## config.mk

```make
export PLATFORM = sky130hd
export DESIGN_NAME = fpu_thread_arbiter
export DESIGN_NICKNAME = d
export VERILOG_FILES = /design/src/rtl/fpu_arb_pkg.sv /design/src/rtl/fpu_busy_cnt.sv /design/src/rtl/fpu_thread_arbiter.sv
export SDC_FILE = /design/constraint.sdc
export NUM_CORES = 1
export LEC_CHECK = 0
export CAP_MARGIN = 20
export CORE_MARGIN = 4
export CORE_UTILIZATION = 23
export CTS_CLUSTER_DIAMETER = 80
export CTS_CLUSTER_SIZE = 30
export DETAILED_ROUTE_END_ITERATION = 7
export PLACE_DENSITY = 0.52
export SLEW_MARGIN = 5
export SYNTH_ARGS = -nofsm -noshare
export SYNTH_HDL_FRONTEND = slang
export SYNTH_SLANG_ARGS = --single-unit
```

## constraint.sdc

```tcl
create_clock -name clk -period 2.1 [get_ports clk]
set_clock_uncertainty 0.2 [all_clocks]
set_input_delay 0.315 -clock clk [delete_from_list [all_inputs] [get_ports clk]]
set_output_delay 0.315 -clock clk [all_outputs]
set_load 0.03 [all_outputs]
```

## src/rtl/fpu_arb_pkg.sv

```systemverilog
// Shared definitions for the two-thread FPU issue arbiter.
//   state_e      : arbiter state encoding (IDLE = 0, LONG = 1)
//   THR0 / THR1  : thread identifiers used for grants and the operand select
//   LONG_LAT_DEF : default occupancy of a long op (div/sqrt), issue cycle included
package fpu_arb_pkg;

    typedef enum logic {
        IDLE = 1'b0,
        LONG = 1'b1
    } state_e;

    localparam logic THR0 = 1'b0;
    localparam logic THR1 = 1'b1;

    localparam int unsigned LONG_LAT_DEF = 4;

endpackage

```

## src/rtl/fpu_busy_cnt.sv

```systemverilog
// Occupancy counter for a long FPU op.
//   clk   : clock, rising edge
//   clrn  : asynchronous active-low reset (count cleared to 0)
//   load  : a long op issues this cycle; count loads LONG_LAT-1
//   dec   : FPU occupied; count steps down by one
//   last  : final occupied cycle (count == 1)
module fpu_busy_cnt #(
    parameter int unsigned LONG_LAT = 4,
    parameter int unsigned CNT_W    = 4
) (
    input  logic clk,
    input  logic clrn,
    input  logic load,
    input  logic dec,
    output logic last
);

    logic [CNT_W-1:0] cnt;

    always_ff @(posedge clk or negedge clrn) begin
        if (!clrn) begin
            cnt <= '0;
        end else if (load) begin
            cnt <= CNT_W'(LONG_LAT - 1);
        end else if (dec && (cnt != '0)) begin
            cnt <= cnt - CNT_W'(1);
        end
    end

    assign last = (cnt == CNT_W'(1));

endmodule

```

## src/rtl/fpu_thread_arbiter.sv

```systemverilog
// Issue arbiter for an FPU shared by two hardware threads.
// Grants are combinational from the requests. A long op (div/sqrt) holds the
// FPU for LONG_LAT cycles, during which nothing issues and every request stalls.
// Build option: define FPU_ARB_RR_EN for round-robin conflict resolution;
// otherwise thread 0 wins every conflict and no priority pointer exists.
//   clk, clrn    : clock (rising edge) and asynchronous active-low reset
//   req0, req1   : thread has an FP op ready to issue
//   long0, long1 : that thread's op is long (qualified by its req)
//   s            : FPU operand/destination select (0 = thread 0)
//   gnt0, gnt1   : op issues this cycle
//   stall0/1     : thread holds its op (req & ~gnt)
//   busy         : long op in flight
module fpu_thread_arbiter
    import fpu_arb_pkg::*;
#(
    parameter int unsigned LONG_LAT = LONG_LAT_DEF,
    parameter int unsigned CNT_W    = 4
) (
    input  logic clk,
    input  logic clrn,
    input  logic req0,
    input  logic req1,
    input  logic long0,
    input  logic long1,
    output logic s,
    output logic gnt0,
    output logic gnt1,
    output logic stall0,
    output logic stall1,
    output logic busy
);

    state_e state, state_nxt;
    logic   last_sel;
    logic   win;
    logic   idle;
    logic   gnt_any;
    logic   long_issue;
    logic   cnt_last;

`ifdef FPU_ARB_RR_EN
    logic   pri;
`endif

    always_comb begin
        // Grants are suppressed while reset is held, not just after it lands.
        idle = clrn && (state == IDLE);

        if (req0 && req1) begin
`ifdef FPU_ARB_RR_EN
            win = pri;
`else
            win = THR0;
`endif
        end else begin
            win = req1 ? THR1 : THR0;
        end

        gnt0    = idle && req0 && (win == THR0);
        gnt1    = idle && req1 && (win == THR1);
        gnt_any = gnt0 || gnt1;

        // Without a grant the FPU keeps its current operand source.
        s       = gnt_any ? win : last_sel;
        stall0  = req0 && !gnt0;
        stall1  = req1 && !gnt1;
        busy    = (state == LONG);

        long_issue = (gnt0 && long0) || (gnt1 && long1);

        state_nxt = state;
        unique case (state)
            IDLE:    if (long_issue) state_nxt = LONG;
            LONG:    if (cnt_last)   state_nxt = IDLE;
            default: state_nxt = IDLE;
        endcase
    end

    always_ff @(posedge clk or negedge clrn) begin
        if (!clrn) begin
            state    <= IDLE;
            last_sel <= THR0;
        end else begin
            state <= state_nxt;
            if (gnt_any) begin
                last_sel <= win;
            end
        end
    end

`ifdef FPU_ARB_RR_EN
    always_ff @(posedge clk or negedge clrn) begin
        if (!clrn) begin
            pri <= THR0;
        end else if (gnt_any) begin
            pri <= ~win;
        end
    end
`endif

    fpu_busy_cnt #(
        .LONG_LAT (LONG_LAT),
        .CNT_W    (CNT_W)
    ) u_busy_cnt (
        .clk  (clk),
        .clrn (clrn),
        .load (long_issue),
        .dec  (busy),
        .last (cnt_last)
    );

endmodule
```

==> out/metrics.json, run 1 <==
{
  "worstPathMaxFanout": 7,
  "clk_transition_reported_paths_ns": 0.05,
  "post-route-period-util_pct": 96.7,
  "antennaDiodeCount": 0,
  "max-cap-violations": 0,
  "synth-seq-area-share_pct": 40.0,
  "final_common_cell": "sky130_fd_sc_hd__buf_4",
  "synthesis.area_per_instance_um2": 9.16,
  "final_nets": 69,
  "timing_worst_slew_pin_value_ns": 0.348,
  "grt.total_usage_pct": 7.34,
  "layout.cells.most_common_list": "sky130_fd_sc_hd__buf_4, sky130_fd_sc_hd__dfrtp_1, sky130_fd_sc_hd__clkdlybuf4s50_1, sky130_fd_sc_hd__nand2_1, sky130_fd_sc_hd__a21oi_1",
  "numCtsBuffers": 3,
  "layout.cell_area.non_filler_um2": 558,
  "setup_crit_path_kind": "in -> out",
  "hold_viol": 0,
  "first_iter_violations": 4,
  "total_leakage_power_nw": 0.260,
  "global_route.overflow_total": 0,
  "drcViolationCount": 0,
  "fp.dieArea_um2": 2340,
  "viasPerCell": 4.68,
  "cp-end-kind": "primary output",
  "final_critical_path_setup_slack_ns": 0.0690,
  "root_buffer": "sky130_fd_sc_hd__clkbuf_4",
  "global_placement_routability_congestion": 0.659,
  "dp_cells": 71,
  "placement_rows": 14,
  "first_pass_iters": 2,
  "layoutNonFillerInstCount": 75,
  "worst-r2r-cell-count": 5,
  "slew_violations": 0,
  "cts.path.max_buffers": 2,
  "worst_hold_slack_ns": 0.174,
  "worst_path_largest_cell_delay_ns": 0.48,
  "r2r_setup_slack_ns": 0.37,
  "setup-violations-final": 0,
  "placement.setup.worst_slack_ns": -0.0626,
  "worstSkewPairLatency_ns": 0.25,
  "initial_core_util_pct": 24.6,
  "worstPathArrival_ns": 1.52,
  "status": "complete, no violations",
  "die_x_um": 48.4,
  "post-route-min-period_ns": 2.03,
  "total_number_of_vias": 351,
  "clkSinkCount": 6,
  "grt_pass1_wl_mm": 1.34,
  "max-slew-margin-rel_pct": 76.8,
  "number_of_antenna_violations_at_the_first_check_in_global_routing": 0,
  "tritoncts_clock_tree": "done",
  "totalWireLength_um": 826,
  "synth_cells": 41,
  "maxClockFrequency_mhz": 492,
  "cellPowerDensity_nw_per_um2": 1300,
  "worst_ir_drop_vdd_mv": 0.707,
  "net_count_after_synthesis": 49,
  "crit_required_ns": 1.58,
  "cell_chain_critical_path": "clkdlybuf4s50_1, buf_4, nor2b_2, a21oi_1, nor2_2, buf_6",
  "syn_area_um2": 375,
  "synthDistinctLibCells": 20,
  "post_route_antenna_net_violation_count": 0,
  "layout-drive-gt1-share_pct": 28.8,
  "chip_height_um": 48.4,
  "placed_instance_area_um2": 520,
  "postSynthRegisterBits": 6,
  "timing.hold.worst.class": "in -> async",
  "post-dp-hpwl_um": 646,
  "reg2reg_from": "u_busy_cnt.cnt[0]$_DFFE_PN0P_",
  "grt_pass1_vias": 335,
  "yosysWarnings": 0,
  "wl_per_cell_um": 11.0,
  "design.portCount": 12,
  "cpMaxStageDelayCell": "sky130_fd_sc_hd__clkdlybuf4s50_1",
  "pin_count_of_the_biggest_net_entering_global_routing": 11,
  "cts_h_tree_lvls": 1,
  "setup.worst_path.start_class": "input port",
  "fp.coreArea_um2": 1520,
  "io_buffer_count": 11,
  "r2r_end": "u_busy_cnt.cnt[0]$_DFFE_PN0P_",
  "flow.area_growth_from_synthesis_pct": 48.7
}
per-layer routing:
| layer | vias up | part of all wire, % | global-route usage [%] |
|---|---|---|---|
| met2 | 8 | 48 | 11.7 |
| li1 | 177 | - | - |
| met1 | 166 | 47 | 8.24 |
| met5 | - | 0 | 0 |
| met3 | 0 | 5.0 | 3.68 |
| met4 | 0 | 0 | 2.76 |
report_power, final:
part           switching [mW]  internal, mW
clock                  0.0399        0.0645
sequential             0.0479         0.170
combinational           0.205         0.198
total                   0.293         0.432
how the worst max path moves through the flow:
| stage | cells past startpoint | slack (ns) | from | endpoint |
|---|---|---|---|---|
| after CTS | 6 | 0.02 | clrn | s |
| after global placement | 4 | -0.06 | clrn | stall1 |
| after detailed placement | 4 | -0.06 | clrn | stall1 |
| after global routing | 6 | -0.007 | clrn | s |
| after floorplan | 4 | 0.05 | busy$_DFF_PN0_ | s |
| final | 6 | 0.07 | clrn | s |
final cells by class:
cell class / instances / area (um^2)
multi-input cells: 32 / 218
clock buffers: 3 / 22.5
well taps: 16 / 20.0
inverters: 2 / 7.51
repair buffers: 16 / 140
fillers: 150 / 966
flip-flops and latches: 6 / 150
logic make-up (layout without fill, tap and decap cells):
| logic type | after synthesis | count (layout) | share of synthesized area [%] |
|---|---|---|---|
| AO/OA/AOI/OAI | 9 | 9 | 14.7 |
| buffers and inverters | 3 | 21 | 3.33 |
| AND/OR/NAND/NOR | 20 | 20 | 32.7 |
| adder cells (fa/ha/maj) | 2 | 2 | 6.67 |
| flip-flops | 6 | 6 | 40.0 |
| multiplexers | 1 | 1 | 2.67 |
critical path: cells and delay by family:
kind                   cells  cell delay [ns]
AOI/OAI and AO/OA          1             0.09
and+or+nand+nor            2             0.32
buffers and inverters      3             0.79
cells in the mapped netlist:
cell type	n	area [um^2]
sky130_fd_sc_hd__and3_4	1	11.3
sky130_fd_sc_hd__dfrtp_1	6	150
sky130_fd_sc_hd__nand2_1	5	18.8
sky130_fd_sc_hd__a21o_1	1	7.51
sky130_fd_sc_hd__or3b_4	1	11.3
sky130_fd_sc_hd__o21bai_1	2	15.0
sky130_fd_sc_hd__nor4b_2	1	15.0
sky130_fd_sc_hd__o21a_1	1	7.51
sky130_fd_sc_hd__nor2b_1	1	6.26
sky130_fd_sc_hd__ha_1	2	25.0
sky130_fd_sc_hd__nand4b_1	1	8.76
sky130_fd_sc_hd__buf_2	1	5.00
sky130_fd_sc_hd__nor2_1	5	18.8
sky130_fd_sc_hd__a21oi_1	5	25.0
sky130_fd_sc_hd__nand3b_1	1	7.51
sky130_fd_sc_hd__inv_1	2	7.51
sky130_fd_sc_hd__nand2b_1	1	6.26
sky130_fd_sc_hd__and3_1	1	6.26
sky130_fd_sc_hd__mux2i_1	1	10.0
sky130_fd_sc_hd__and2_1	2	12.5
sequential cells by signal, summed over array words and instances, names as in the netlist:
| name | cells |
|---|---|
| u_busy_cnt.cnt | 4 |
| busy | 1 |
| last_sel | 1 |
through the flow:
step,util [%],setup TNS [ns],power [mW]
after floorplan,-,0,0.469
after global placement,34.2,-0.0571,0.587
after detailed placement,34.2,-0.0791,0.596
after CTS,35.9,0,0.710
after global routing,36.6,-0.00701,0.780
final,36.6,0,0.725
what timing repair did:
item                                    in CTS  in global routing
resized for setup                            3                  1
hold buffers                                 0                  0
endpoints found under the setup margin       2                  1
pin swaps                                    0                  1
setup buffers                                0                  1
endpoints found under the hold margin        0                  0
gates cloned                                 0                  0
Power figures use the tool's default switching activity.
==> run 2: changes to the inputs <==
- CELL_PAD_IN_SITES_DETAIL_PLACEMENT: default -> 2
- CELL_PAD_IN_SITES_GLOBAL_PLACEMENT: default -> 2
- PLACE_DENSITY: 0.52 -> 0.76
==> run 2 against run 1 <==
Net effect: sequential share of layout area shrank 1.4 points; cell count grew 4.0%; sequential cell count is the same; clock power hardly changed; non-clock buffer count up 3; maximum frequency up 4.1%; wire length up 24%; combinational power grew 5%; critical path type is now reg -> out; largest power group unchanged; highest routed layer unchanged.
==> out/metrics.json, run 2 (synthesized netlist as in run 1, its figures left out) <==
{
  "cts.path.max_buffers": {"value": 2, "change": "unchanged"},
  "hold_viol": {"value": 0, "change": "unchanged"},
  "cell_chain_critical_path": {"value": "buf_4, clkdlybuf4s50_1", "change": "was clkdlybuf4s50_1, buf_4, nor2b_2, a21oi_1, nor2_2, buf_6"},
  "route.met3.wl": {"value": 87, "unit": "um", "change": "was 41 um"},
  "placement_rows": {"value": 14, "change": "unchanged"},
  "post-route-period-util": {"value": 92.9, "unit": "%", "change": "was 96.7%"},
  "worstPathArrival": {"value": 1.44, "unit": "ns", "change": "was 1.52 ns"},
  "layout.cells.most_common_list": {"value": "sky130_fd_sc_hd__buf_4, sky130_fd_sc_hd__dfrtp_1, sky130_fd_sc_hd__nand2_1, sky130_fd_sc_hd__a21oi_1, sky130_fd_sc_hd__clkdlybuf4s50_1", "change": "was sky130_fd_sc_hd__buf_4, sky130_fd_sc_hd__dfrtp_1, sky130_fd_sc_hd__clkdlybuf4s50_1, sky130_fd_sc_hd__nand2_1, sky130_fd_sc_hd__a21oi_1"},
  "fp.coreArea": {"value": 1520, "unit": "um^2", "change": "unchanged"},
  "die_x": {"value": 48.4, "unit": "um", "change": "unchanged"},
  "drcViolationCount": {"value": 0, "change": "unchanged"},
  "totalWireLength": {"value": 1.02, "unit": "mm", "change": "was 826 um"},
  "worst_hold_slack": {"value": 0.383, "unit": "ns", "change": "was 0.174 ns"},
  "cpMaxStageDelayCell": {"value": "sky130_fd_sc_hd__clkdlybuf4s50_1", "change": "unchanged"},
  "report.power.total": {"value": 747, "unit": "uW", "change": "was 725 uW"},
  "timing_worst_slew_pin_value": {"value": 0.314, "unit": "ns", "change": "was 0.348 ns"},
  "layout-drive-gt1-share": {"value": 30.6, "unit": "%", "change": "was 28.8%"},
  "post-route-min-period": {"value": 1.95, "unit": "ns", "change": "was 2.03 ns"},
  "max_flop_register": {"value": "u_busy_cnt.cnt", "change": "unchanged"},
  "final_common_cell": {"value": "sky130_fd_sc_hd__buf_4", "change": "unchanged"},
  "filler_cell_count": {"value": 182, "change": "was 150"},
  "layoutNonFillerInstCount": {"value": 78, "change": "was 75"},
  "pwr-share-comb": {"value": 56.4, "unit": "%", "change": "was 55.6%"},
  "setup_crit_path_kind": {"value": "reg -> out", "change": "was in -> out"},
  "first_pass_iters": {"value": 2, "change": "unchanged"},
  "ff_latch_area": {"value": 150, "unit": "um^2", "change": "unchanged"},
  "final_nets": {"value": 72, "change": "was 69"},
  "max-slew-margin-rel": {"value": 79.0, "unit": "%", "change": "was 76.8%"},
  "worst_path_largest_cell_delay": {"value": 0.69, "unit": "ns", "change": "was 0.48 ns"},
  "flow.area_growth_from_synthesis": {"value": 57.0, "unit": "%", "change": "was 48.7%"},
  "post-dp-hpwl": {"value": 783, "unit": "um", "change": "was 646 um"},
  "dp_cells": {"value": 73, "change": "was 71"},
  "design.portCount": {"value": 12, "change": "unchanged"},
  "sw_frac_of_total": {"value": 40.3, "unit": "%", "change": "was 40.4%"},
  "grt_pass1_vias": {"value": 377, "change": "was 335"},
  "io_buffer_count": {"value": 11, "change": "unchanged"},
  "grt_pass1_wl": {"value": 1.70, "unit": "mm", "change": "was 1.34 mm"},
  "antennaDiodeCount": {"value": 0, "change": "unchanged"},
  "p_sw": {"value": 301, "unit": "uW", "change": "was 293 uW"},
  "numCtsBuffers": {"value": 3, "change": "unchanged"},
  "max-cap-violations": {"value": 0, "change": "unchanged"},
  "pin_count_of_the_biggest_net_entering_global_routing": {"value": 11, "change": "unchanged"},
  "post_route_antenna_net_violation_count": {"value": 0, "change": "unchanged"},
  "clk_transition_reported_paths": {"value": 0.05, "unit": "ns", "change": "about the same"},
  "wl_met1": {"value": 455, "unit": "um", "change": "was 390 um"},
  "cp-end-kind": {"value": "primary output", "change": "unchanged"},
  "largest_register_ffs": {"value": 4, "change": "unchanged"},
  "worst_ir_drop_vdd": {"value": 0.416, "unit": "mV", "change": "was 0.707 mV"},
  "timing.hold.worst.class": {"value": "reg -> reg", "change": "was in -> async"},
  "maxClockFrequency": {"value": 513, "unit": "MHz", "change": "was 492 MHz"},
  "viasPerCell": {"value": 4.85, "change": "was 4.68"},
  "grt.total_usage": {"value": 9.28, "unit": "%", "change": "was 7.34%"},
  "initial_core_util": {"value": 24.6, "unit": "%", "change": "unchanged"},
  "cellPowerDensity": {"value": 1270, "unit": "nW/um^2", "change": "was 1300 nW/um^2"},
  "tritoncts_clock_tree": {"value": "done", "change": "unchanged"},
  "internal_power": {"value": 446, "unit": "uW", "change": "was 432 uW"},
  "wl_met2": {"value": 479, "unit": "um", "change": "was 395 um"},
  "root_buffer": {"value": "sky130_fd_sc_hd__clkbuf_4", "change": "unchanged"},
  "slew_violations": {"value": 0, "change": "unchanged"},
  "multiInputGateArea": {"value": 218, "unit": "um^2", "change": "unchanged"},
  "clkSinkCount": {"value": 6, "change": "unchanged"},
  "worstSkewPairLatency": {"value": 0.25, "unit": "ns", "change": "about the same"},
  "crit_required": {"value": 1.58, "unit": "ns", "change": "about the same"},
  "setup-violations-final": {"value": 0, "change": "unchanged"},
  "total_leakage_power": {"value": 0.285, "unit": "nW", "change": "was 0.260 nW"},
  "global_route.overflow_total": {"value": 0, "change": "unchanged"},
  "total_number_of_vias": {"value": 378, "change": "was 351"},
  "global_placement_routability_congestion": {"value": 0.725, "change": "was 0.659"},
  "cts_h_tree_lvls": {"value": 1, "change": "unchanged"},
  "worstPathMaxFanout": {"value": 10, "change": "was 7"},
  "dr.max_layer_used": {"value": "met3", "change": "unchanged"},
  "wl_per_cell": {"value": 13.1, "unit": "um", "change": "was 11.0 um"},
  "seq_power_share": {"value": 29.3, "unit": "%", "change": "was 30.0%"},
  "chip_height": {"value": 48.4, "unit": "um", "change": "unchanged"},
  "number_of_antenna_violations_at_the_first_check_in_global_routing": {"value": 0, "change": "unchanged"},
  "status": {"value": "complete, no violations", "change": "unchanged"},
  "power_frac_clock": {"value": 14.3, "unit": "%", "change": "was 14.4%"},
  "fp.dieArea": {"value": 2340, "unit": "um^2", "change": "unchanged"},
  "setup.worst_path.start_class": {"value": "flop", "change": "was input port"},
  "rsz0062_at_grt": "no",
  "first_iter_violations": {"value": 4, "change": "unchanged"}
}
## run 2: changes by cell type in the layout (fill, tap and decap cells not counted)
| cell | previous run | this run |
|---|---|---|
| sky130_fd_sc_hd__buf_6 | 1 | 2 |
| sky130_fd_sc_hd__dlygate4sd3_1 | 0 | 1 |
| sky130_fd_sc_hd__buf_4 | 8 | 9 |
| sky130_fd_sc_hd__clkdlybuf4s50_1 | 6 | 5 |
| sky130_fd_sc_hd__dlymetal6s2s_1 | 0 | 1 |
## run 2: power groups by stage
stage	Clock [mW]	Sequential, mW	Combinational [mW]
after CTS	0.110	0.220	0.415
after global routing	0.121	0.230	0.469
after global placement	0	0.220	0.393
after floorplan	0	0.228	0.241
after detailed placement	0	0.222	0.398
final	0.107	0.219	0.422
## run 2: final timing paths
kind,from,to,slack (ns),cells after the start
setup / recovery,busy$_DFF_PN0_,busy,0.15,2
hold / removal,u_busy_cnt.cnt[1]$_DFFE_PN0P_,u_busy_cnt.cnt[1]$_DFFE_PN0P_,0.38,2
max in group asynchronous,clrn,u_busy_cnt.cnt[1]$_DFFE_PN0P_,1.02,3
hold reg to reg,u_busy_cnt.cnt[1]$_DFFE_PN0P_,u_busy_cnt.cnt[1]$_DFFE_PN0P_,0.38,2
min in group asynchronous,clrn,u_busy_cnt.cnt[2]$_DFFE_PN0P_,0.46,3
setup reg to reg,u_busy_cnt.cnt[0]$_DFFE_PN0P_,u_busy_cnt.cnt[0]$_DFFE_PN0P_,0.37,5
## run 2: stage by stage
stage | setup slack, ns | setup TNS, ns | util (%) | cell area, um^2
3_3_place_gp | -0.0794 | -0.0997 | 35.1 | 536
4_1_cts | 0.0168 | 0 | 37.4 | 569
6_report | 0.150 | 0 | 38.7 | 589
5_1_grt | 0.0769 | 0 | 38.7 | 589
2_1_floorplan | 0.0463 | 0 | - | 375
3_5_place_dp | -0.0780 | -0.111 | 35.1 | 536
## run 2: per-layer routing
metal	vias up	global-route usage, %
met1	183	10.4
met4	0	2.76
met2	14	14.3
met3	0	5.83
met5	-	0
li1	181	-
## run 2: layout make-up
type                    count  area share (%)
multi-input cells          32            36.9
repair buffers             19            29.1
flip-flops and latches      6            25.5
clock buffers               3            3.82
well taps                  16            3.40
inverters                   2            1.27
## run 2: timing repair
action | CTS | global route
hold buffers | 0 | 1
endpoints found under the setup margin | 2 | 1
setup buffers | 0 | 1
pin swaps | 1 | 1
cloned | 0 | 0
gates resized for setup | 5 | 1
endpoints found under the hold margin | 0 | 6
## run 2: critical path: cells and delay by family, from the launching register on
| family | cells | cell delay [ns] |
|---|---|---|
| buffers and inverters | 2 | 0.85 |
| flip-flops | 1 | 0.34 |
